**src/rtl/sprite_color_mapper_pipe_pkg.sv**
```systemverilog
// Shared types, colour constants and glyph geometry for the sprite colour mapper.
// Latency: n/a (package only).
// Backpressure: n/a (package only).
package sprite_pkg;

  typedef struct packed {
    logic [7:0] r;
    logic [7:0] g;
    logic [7:0] b;
  } rgb_t;

  localparam int GLYPH_W = 8;
  localparam int GLYPH_H = 16;

  localparam rgb_t HERO_FG = 24'hFF5500;
  localparam rgb_t HERO_BG = 24'h005500;

  // Index 0 deliberately matches the hero foreground; the rest are chosen
  // so that none has R=G=0 and could be mistaken for the blue background.
  localparam rgb_t BULLET_RGB [8] = '{
    24'hFF5500, 24'h00FF00, 24'hFF00FF, 24'hFFFF00,
    24'h00FFFF, 24'hFFFFFF, 24'hFF0000, 24'h808080
  };

  // Horizontal gradient: column group 0 is brightest; 0x7F - 0x7F is the
  // darkest case, so the subtraction can never underflow.
  function automatic rgb_t background_rgb(input logic [6:0] col);
    rgb_t c;
    c.r = 8'h00;
    c.g = 8'h00;
    c.b = 8'h7F - {1'b0, col};
    return c;
  endfunction

endpackage

```
**src/rtl/sprite_color_mapper_pipe_font_rom.sv**
```systemverilog
// Synchronous 8x16 glyph ROM: 11-bit address {glyph, row}, 8-bit row, MSB = leftmost pixel.
// Latency: 1 cycle (registered data output), new address accepted every cycle.
// Backpressure: none; the ROM is read every cycle.
// Ports: clk, rst_n (async, active-low), addr[10:0], data[7:0].
module font_rom_sync (
  input  logic        clk,
  input  logic        rst_n,
  input  logic [10:0] addr,
  output logic [7:0]  data
);

  // Reduced glyph set: 'A' (0x41) and a solid block (0x7F); every other
  // code is a blank cell.
  localparam logic [7:0] GLYPH_A [16] = '{
    8'h00, 8'h00, 8'h10, 8'h38, 8'h6C, 8'hC6, 8'hC6, 8'hFE,
    8'hC6, 8'hC6, 8'hC6, 8'hC6, 8'h00, 8'h00, 8'h00, 8'h00
  };

  logic [7:0] row_d;

  always_comb begin
    row_d = 8'h00;
    case (addr[10:4])
      7'h41:   row_d = GLYPH_A[addr[3:0]];
      7'h7F:   row_d = 8'hFF;
      default: row_d = 8'h00;
    endcase
  end

  always_ff @(posedge clk or negedge rst_n) begin
    if (!rst_n) data <= 8'h00;
    else        data <= row_d;
  end

endmodule

```
**src/rtl/sprite_color_mapper_pipe.sv**
```systemverilog
// Pixel colour mapper: hero glyph sprite, circular bullets and blue gradient background.
// Latency: fixed 2 cycles from DrawX/DrawY/pix_valid to Red/Green/Blue/rgb_valid.
// Backpressure: none; one pixel per cycle, never stalls.
// Ports: Clk, Reset_n (async, active-low); frame_start loads sprite shadows;
//   pix_valid/DrawX/DrawY pixel in; HeroX/HeroY/glyph_code/transparent hero state;
//   BulletX/BulletY (packed per channel)/bullet_en bullet state; Red/Green/Blue/rgb_valid out.
// COORD_W must be at least 10 (the gradient uses DrawX[9:3]).
module sprite_color_mapper_pipe
  import sprite_pkg::*;
#(
  parameter int NUM_BULLETS = 4,
  parameter int BULLET_R    = 4,
  parameter int COORD_W     = 10
) (
  input  logic                           Clk,
  input  logic                           Reset_n,
  input  logic                           frame_start,
  input  logic                           pix_valid,
  input  logic [COORD_W-1:0]             DrawX,
  input  logic [COORD_W-1:0]             DrawY,
  input  logic [COORD_W-1:0]             HeroX,
  input  logic [COORD_W-1:0]             HeroY,
  input  logic [6:0]                     glyph_code,
  input  logic                           transparent,
  input  logic [NUM_BULLETS*COORD_W-1:0] BulletX,
  input  logic [NUM_BULLETS*COORD_W-1:0] BulletY,
  input  logic [NUM_BULLETS-1:0]         bullet_en,
  output logic [7:0]                     Red,
  output logic [7:0]                     Green,
  output logic [7:0]                     Blue,
  output logic                           rgb_valid
);

  localparam int SW = COORD_W + 1;   // signed difference width
  localparam int PW = 2 * SW;        // squared-distance width
  localparam logic signed [PW-1:0] R_SQ = PW'(BULLET_R * BULLET_R);

  // ---------------------------------------------------------------- shadows
  logic [COORD_W-1:0]             hero_x_q, hero_y_q;
  logic [6:0]                     glyph_q;
  logic                           transp_q;
  logic [NUM_BULLETS*COORD_W-1:0] bul_x_q, bul_y_q;
  logic [NUM_BULLETS-1:0]         bul_en_q;
  // Shadows come out of reset at zero, which would place a hero cell at the
  // origin; armed_q keeps the hero dark until the first frame_start.
  logic                           armed_q;

  always_ff @(posedge Clk or negedge Reset_n) begin
    if (!Reset_n) begin
      hero_x_q <= '0;
      hero_y_q <= '0;
      glyph_q  <= '0;
      transp_q <= 1'b0;
      bul_x_q  <= '0;
      bul_y_q  <= '0;
      bul_en_q <= '0;
      armed_q  <= 1'b0;
    end else if (frame_start) begin
      hero_x_q <= HeroX;
      hero_y_q <= HeroY;
      glyph_q  <= glyph_code;
      transp_q <= transparent;
      bul_x_q  <= BulletX;
      bul_y_q  <= BulletY;
      bul_en_q <= bullet_en;
      armed_q  <= 1'b1;
    end
  end

  // ---------------------------------------------------------------- stage 0
  logic signed [SW-1:0] dx, dy;
  logic                 hero_on;
  logic [10:0]          rom_addr;
  logic [NUM_BULLETS-1:0] hit;

  // Zero-extend before subtracting so positions near 0 / max give a true
  // negative difference instead of wrapping into range.
  assign dx = $signed({1'b0, DrawX}) - $signed({1'b0, hero_x_q});
  assign dy = $signed({1'b0, DrawY}) - $signed({1'b0, hero_y_q});

  // 0 <= dx <= 7 and 0 <= dy <= 15, expressed as sign bit clear and upper bits zero.
  assign hero_on = armed_q
                 & ~dx[SW-1] & (dx[SW-2:3] == '0)
                 & ~dy[SW-1] & (dy[SW-2:4] == '0);

  assign rom_addr = {glyph_q, dy[3:0]};

  for (genvar i = 0; i < NUM_BULLETS; i++) begin : g_bullet
    logic signed [SW-1:0] bx, by;
    logic signed [PW-1:0] bx_w, by_w, dist_sq;

    assign bx      = $signed({1'b0, DrawX}) - $signed({1'b0, bul_x_q[i*COORD_W +: COORD_W]});
    assign by      = $signed({1'b0, DrawY}) - $signed({1'b0, bul_y_q[i*COORD_W +: COORD_W]});
    assign bx_w    = {{(PW-SW){bx[SW-1]}}, bx};
    assign by_w    = {{(PW-SW){by[SW-1]}}, by};
    assign dist_sq = bx_w * bx_w + by_w * by_w;
    assign hit[i]  = bul_en_q[i] && (dist_sq <= R_SQ);
  end

  logic [7:0] rom_data;

  font_rom_sync u_font_rom (
    .clk   (Clk),
    .rst_n (Reset_n),
    .addr  (rom_addr),
    .data  (rom_data)
  );

  // ---------------------------------------------------------------- stage 1
  logic                   s1_hero_on;
  logic [2:0]             s1_dx;
  logic [NUM_BULLETS-1:0] s1_hit;
  logic [6:0]             s1_col;
  logic                   s1_vld;
  // Transparency travels with the pixel so a shadow reload while a pixel is
  // in flight cannot change how that pixel is drawn.
  logic                   s1_transp;

  always_ff @(posedge Clk or negedge Reset_n) begin
    if (!Reset_n) begin
      s1_hero_on <= 1'b0;
      s1_dx      <= '0;
      s1_hit     <= '0;
      s1_col     <= '0;
      s1_vld     <= 1'b0;
      s1_transp  <= 1'b0;
    end else begin
      s1_hero_on <= hero_on;
      s1_dx      <= dx[2:0];
      s1_hit     <= hit;
      s1_col     <= DrawX[9:3];
      s1_vld     <= pix_valid;
      s1_transp  <= transp_q;
    end
  end

  // Lowest-index hit wins when bullets overlap.
  logic [2:0] hit_idx;
  always_comb begin
    hit_idx = 3'd0;
    for (int i = NUM_BULLETS - 1; i >= 0; i--) begin
      if (s1_hit[i]) hit_idx = 3'(i);
    end
  end

  // MSB is the leftmost pixel, so the bit index is 7-dx, i.e. ~dx on 3 bits.
  logic glyph_bit;
  assign glyph_bit = rom_data[~s1_dx];

  rgb_t color_d;
  always_comb begin
    color_d = '0;
    if (!s1_vld)                                  color_d = '0;
    else if (s1_hero_on && glyph_bit)             color_d = HERO_FG;
    else if (s1_hero_on && !s1_transp)            color_d = HERO_BG;
    else if (|s1_hit)                             color_d = BULLET_RGB[hit_idx];
    else                                          color_d = background_rgb(s1_col);
  end

  // ---------------------------------------------------------------- stage 2
  always_ff @(posedge Clk or negedge Reset_n) begin
    if (!Reset_n) begin
      Red       <= 8'h00;
      Green     <= 8'h00;
      Blue      <= 8'h00;
      rgb_valid <= 1'b0;
    end else begin
      Red       <= color_d.r;
      Green     <= color_d.g;
      Blue      <= color_d.b;
      rgb_valid <= s1_vld;
    end
  end

endmodule

```
**config.mk**
```make
export PLATFORM = sky130hd
export DESIGN_NAME = sprite_color_mapper_pipe
export DESIGN_NICKNAME = d
export VERILOG_FILES = /design/src/rtl/sprite_color_mapper_pipe_pkg.sv /design/src/rtl/sprite_color_mapper_pipe_font_rom.sv /design/src/rtl/sprite_color_mapper_pipe.sv
export SDC_FILE = /design/constraint.sdc
export NUM_CORES = 2
export LEC_CHECK = 0
export ABC_AREA = 0
export BUFFER_PORTS_ARGS = -buffer_cell sky130_fd_sc_hd__buf_2
export CORE_MARGIN = 2
export CORE_UTILIZATION = 45
export CTS_CLUSTER_SIZE = 14
export DETAILED_ROUTE_END_ITERATION = 6
export HOLD_SLACK_MARGIN = 0.08
export PLACE_DENSITY = 0.63
export SLEW_MARGIN = 40
export SYNTH_ARGS = -nofsm -noshare
export SYNTH_HDL_FRONTEND = slang
export SYNTH_HIERARCHICAL = 1
export SYNTH_SLANG_ARGS = --single-unit
```
**constraint.sdc**
```tcl
create_clock -name Clk -period 15.6 [get_ports Clk]
set_input_delay 1.56 -clock Clk [delete_from_list [all_inputs] [get_ports Clk]]
set_output_delay 1.56 -clock Clk [all_outputs]
set_load 0.005 [all_outputs]
```
# Word-level counts from Yosys, hierarchy flattened
# Memory sizes are Yosys's and may differ from the RTL's.
# Index checks and enable logic that the tools add are counted.
# classes
bitwise_logic	9
eq_ne	2
reduce_logical	10
n_mul	8
n_mux	15
n_lt_le_gt_ge	7
addsub	15
# ops
cell	count
multiplier 11 x 11 -> 22 bit	8
two-way mux 24 bit	6
subtractor 10 x 10 -> 11 bit	10
adder 22 bit	4
<= comparator 22 x 6 -> 1 bit, second input constant	4
two-way mux 8 bit	2
case mux 8 bit (2 select lines)	1
== test 7 bit, second input constant	2
two-way mux 3 bit	3
subtractor 7 x 7 -> 8 bit, first input constant	1
zero test 7 bit	1
logical AND 1 bit	6
zero test 6 bit	1
>= comparator 5 bit, second input constant	1
NOT 4 -> 5 bit	1
AND 1 bit	4
>= comparator 4 bit, second input constant	1
< comparator 3 x 4 -> 1 bit, second input constant	1
NOT 3 -> 4 bit	1
OR reduction 4 bit	1
binary-select mux 1 bit (select 3 bit)	1
NOT 3 bit	1
two-way mux 2 bit	1
NOT 1 bit	2
other kinds (2)	2
# word_totals
reg_bits	163
mem_count	2
word_cells	87
rom_bits	320
input_bits	136
# memory_table
name	words	width	rd	rd_clocked_by_memory_dff	wr	line_no	text
(no name shown)	8	24	1	0	0	sprite_color_mapper_pipe.sv:156	else if (|s1_hit) color_d = BULLET_RGB[hit_idx];
(no name shown)	16	8	1	0	0	sprite_color_mapper_pipe_font_rom.sv:24	7'h41: row_d = GLYPH_A[addr[3:0]];

# Depth between registers and ports, before layout
# logic_depth
ltp_word	12
depth_mapped	35
ltp_nobuf	34

# Cells and area by module
# The synthesis kept the hierarchy.
# by_module_without_submodules
module	area_each_um2	instances	seq_area_each_um2	cells_per_inst
sprite_color_mapper_pipe	42954.9	1	3553.4	4716
font_rom_sync	294.0	1	125.1	30

# Least setup slack after synthesis
# Ideal clock, no wire load.
# synth_timing
path_type	in2reg
start	in DrawY[0]
end	reg s1_hit[0]
required_time_ps	15534
setup_ps	66
t_arrival_ps	9906
path_slack_ps	5628
stages	27
path_cell_list	inv_1 > ha_1 > fa_1 > nor2b_1 > o21ai_0 > a21boi_0 > o21ai_0 > a21oi_1 > a21o_1 > a211oi_1 > fa_1 > fa_1 > fa_1 > fa_1 > fa_1 > fa_1 > inv_1 > fa_1 > inv_1 > ha_1 > a21o_1 > a21oi_1 > nor2b_1 > a31oi_1 > or3_1 > a2111oi_2 > a31o_1
# synth_via
elab_chain_len	5
# synth_rtl
element	line_no	text
start, declared	sprite_color_mapper_pipe.sv:20	input logic [COORD_W-1:0] DrawY,
subtractor 10 x 10 -> 11 bit	sprite_color_mapper_pipe.sv:93	assign by = $signed({1'b0, DrawY}) - $signed({1'b0, bul_y_q[i*COORD_W +: COORD_W]});
multiplier 11 x 11 -> 22 bit	sprite_color_mapper_pipe.sv:96	assign dist_sq = bx_w * bx_w + by_w * by_w;
adder 22 bit	sprite_color_mapper_pipe.sv:96	
<= comparator 22 x 6 -> 1 bit	sprite_color_mapper_pipe.sv:97	assign hit[i] = bul_en_q[i] && (dist_sq <= R_SQ);
logical AND 1 bit	sprite_color_mapper_pipe.sv:97	
net hit[0]	sprite_color_mapper_pipe.sv:74	logic [NUM_BULLETS-1:0] hit;
end signal, assigned	sprite_color_mapper_pipe.sv:130	s1_hit <= hit;
end, declared	sprite_color_mapper_pipe.sv:112	logic [NUM_BULLETS-1:0] s1_hit;
# The timed path passes the listed nets, and every way through them passes these cells.
# A chain may end at the register's enable or synchronous reset.

# Final worst setup path
# layout_timing
start	in DrawY[1]
end	reg s1_hit[1]
# The elaborated chain is that of the path after synthesis.

==> impl_metrics.env <==
export IMPL_outcome="finished clean"
export IMPL_cts_tree="yes"
export IMPL_cp_required_ps=16000
export IMPL_place_congestion=0.920
export IMPL_dieHeight_um=314
export IMPL_cap_violations=0
export IMPL_final_max_slew_viol_count=0
export IMPL_vias=31600
export IMPL_grt_start_max_net_pins=97
export IMPL_ys_warn_count=6
export IMPL_routedWlPerCell_um=18.3
export IMPL_postRouteAntennaNets=0
export IMPL_yosys_cell_types_count=81
export IMPL_critical_path_class="in -> reg"
export IMPL_numCtsBuffers=17
export IMPL_rows=113
export IMPL_syn_inst=4746
export IMPL_grt_pass1_wl_um=183000
export IMPL_initial_core_util=0.455
export IMPL_cp_slowest_cell="fa_1"
export IMPL_drive_gt1_frac=0.0633
export IMPL_synth_seq_area_share=0.0851
export IMPL_first_pass_iters=5
export IMPL_track_usage=0.242
export IMPL_avgSynthCellArea_um2=9.11
export IMPL_routed_wl_um=113000
export IMPL_worst_skew_pair_late_latency_ps=530
export IMPL_area_delta_synth_final_pct=6.91
export IMPL_ys_async_sr_fraction=1.00
export IMPL_cp_start_kind="input port"
export IMPL_synth_edf_count=0
export IMPL_end_kind="flop"
export IMPL_setup_tns_final_ps=0
export IMPL_synth_area_um2=43200
export IMPL_worstHoldPathType="reg -> reg"
export IMPL_cts_path_max_buffers=2
export IMPL_setup_violations=0
export IMPL_cpPeakStageDelay_ps=650
export IMPL_via_per_inst=5.14
export IMPL_regArea_um2=3680
export IMPL_clockRootBuffer="clkbuf_16"
export IMPL_num_io_pins=161
export IMPL_crit_buf_inv=10
export IMPL_cts_hold_buffers_added=0
export IMPL_path_clk_slew_ps=100
export IMPL_clock_skew_ps=27.3
export IMPL_cts_resized=0
export IMPL_place_hpwl_um=97100
export IMPL_fillCellCount=9132
export IMPL_worstPathArrival_ps=11280
export IMPL_hold_viol_final=0
export IMPL_min_period_ps=10880
export IMPL_overflow=0
export IMPL_htreeDepth=4
export IMPL_rsz0062_at_grt="false"
export IMPL_final_common_cell="inv_1"
export IMPL_first_global_vias=33400
export IMPL_maxSlewHeadroom=0.381
export IMPL_nets=6384
export IMPL_die_w_um=314
export IMPL_critPathMaxFanout=11
export IMPL_critPathTopFamily="adder cells"
export IMPL_antenna_found_initial=6
export IMPL_multi_input_area_um2=34100
export IMPL_core_area_um2=95200
export IMPL_finalCritPeriodShare=0.697
export IMPL_drt_iter0_markers=1986
export IMPL_cts_setup_buffers=0
export IMPL_io_buffers=160
export IMPL_tightest_slew_ps=925
export IMPL_final_cell_mix="inv_1, fa_1, ha_1"
export IMPL_max_freq_mhz=91.9
export IMPL_dieArea_um2=98600
export IMPL_ys_flop_type="dfrtp_1"
export IMPL_drc=0
export IMPL_ys_seq_elements=147
export IMPL_holdWs_ps=396
export IMPL_synth_nets=6258
export IMPL_cts_sinks=147
[layer usage]
layer	global-route usage	vias to the layer above	share of wire
met3	0.0532	137	0.078
li1	-	14500	-
met1	0.325	16000	0.42
met5	0	-	0.00012
met2	0.394	1006	0.48
met4	0.0675	2	0.028
[logic make-up after synthesis]
family	share of synthesized area
xor+xnor	0.0341
flops	0.0851
simple gates	0.102
fa+ha+maj	0.562
compound gates	0.0753
buf+inv	0.130
mux	0.0115
[registers in the layout, summed over array words and instances (netlist names)]
name,cells
rgb_valid,1
bul_en_q,4
armed_q,1
u_font_rom/data,5
bul_y_q,40
Green,2
Blue,8
bul_x_q,40
transp_q,1
Red,1
s1_vld,1
s1_transp,1
s1_col,7
glyph_q,7
s1_dx,3
s1_hit,4
hero_x_q,10
s1_hero_on,1
hero_y_q,10
[worst register-to-register path: cells and delay by family (launching register included)]
kind            cells  cell delay [ps]
flops               1              400
compound gates     10             2870
fa+ha+maj          10             4540
simple gates        4              840
buf+inv             8              930
[path summary, 6_finish.rpt]
kind	depth (start not counted)	from	to	slack, ps
setup / recovery	33	DrawY[1]	s1_hit[1]	4720
hold reg to reg	0	transp_q	s1_transp	400
setup reg to reg	32	bul_y_q[10]	s1_hit[1]	5930
hold / removal	0	transp_q	s1_transp	400
min in group asynchronous	1	Reset_n	hero_y_q[9]	1090
max in group asynchronous	2	Reset_n	bul_y_q[33]	13330
[cell usage after synthesis, types with 5 or more instances]
library cell	count	area, µm²
nand3_1	44	220
or3_1	16	100
buf_1	11	41.3
clkbuf_1	59	221
a2111oi_0	11	96.3
a211o_1	6	52.6
inv_1	1358	5100
mux2_2	26	293
o31ai_1	6	45.0
o21bai_1	5	37.5
and2_1	8	50.1
or4_1	7	52.6
o22ai_1	5	31.3
a21o_1	48	360
a31o_2	5	43.8
nor2b_1	44	275
or2_2	11	68.8
ha_1	430	5380
a31oi_1	34	213
nor4_1	14	87.6
nor3b_1	10	75.1
mux2i_1	16	160
o211ai_1	11	82.6
nand2b_1	31	194
a21oi_1	89	445
o21ai_0	174	871
o21a_1	22	165
o2111ai_1	13	114
o221ai_1	5	43.8
clkinv_1	26	97.6
a211oi_1	14	105
nand2_1	378	1420
fa_1	946	18900
nand4_1	6	37.5
nor2_1	411	1540
a21boi_0	16	120
nor3_1	31	155
xnor2_1	126	1100
buf_4	16	120
xor2_1	35	307
dfrtp_1	147	3680
[per-stage QoR]
step	std cells	setup WS, ps	util	area (µm²)
floorplan	4746	5630	-	43200
global placement	6118	4580	0.478	45500
detailed placement	6118	4390	0.479	45600
CTS	6150	4920	0.485	46200
global route	6152	4240	0.486	46200
finish	6152	4720	0.486	46200
[layout make-up]
cell class / count / share of cell area
timing repair buffer: 195 / 0.0234
antenna: 2 / 0.000108
inverter: 1389 / 0.113
clock buffer: 17 / 0.00920
clock inverter: 15 / 0.00403
tap: 1265 / 0.0342
multi-input combinational: 3122 / 0.737
sequential: 147 / 0.0796
Power is not shown: default switching activity piles up to over one toggle a cycle in this logic, so the estimate is an artifact.
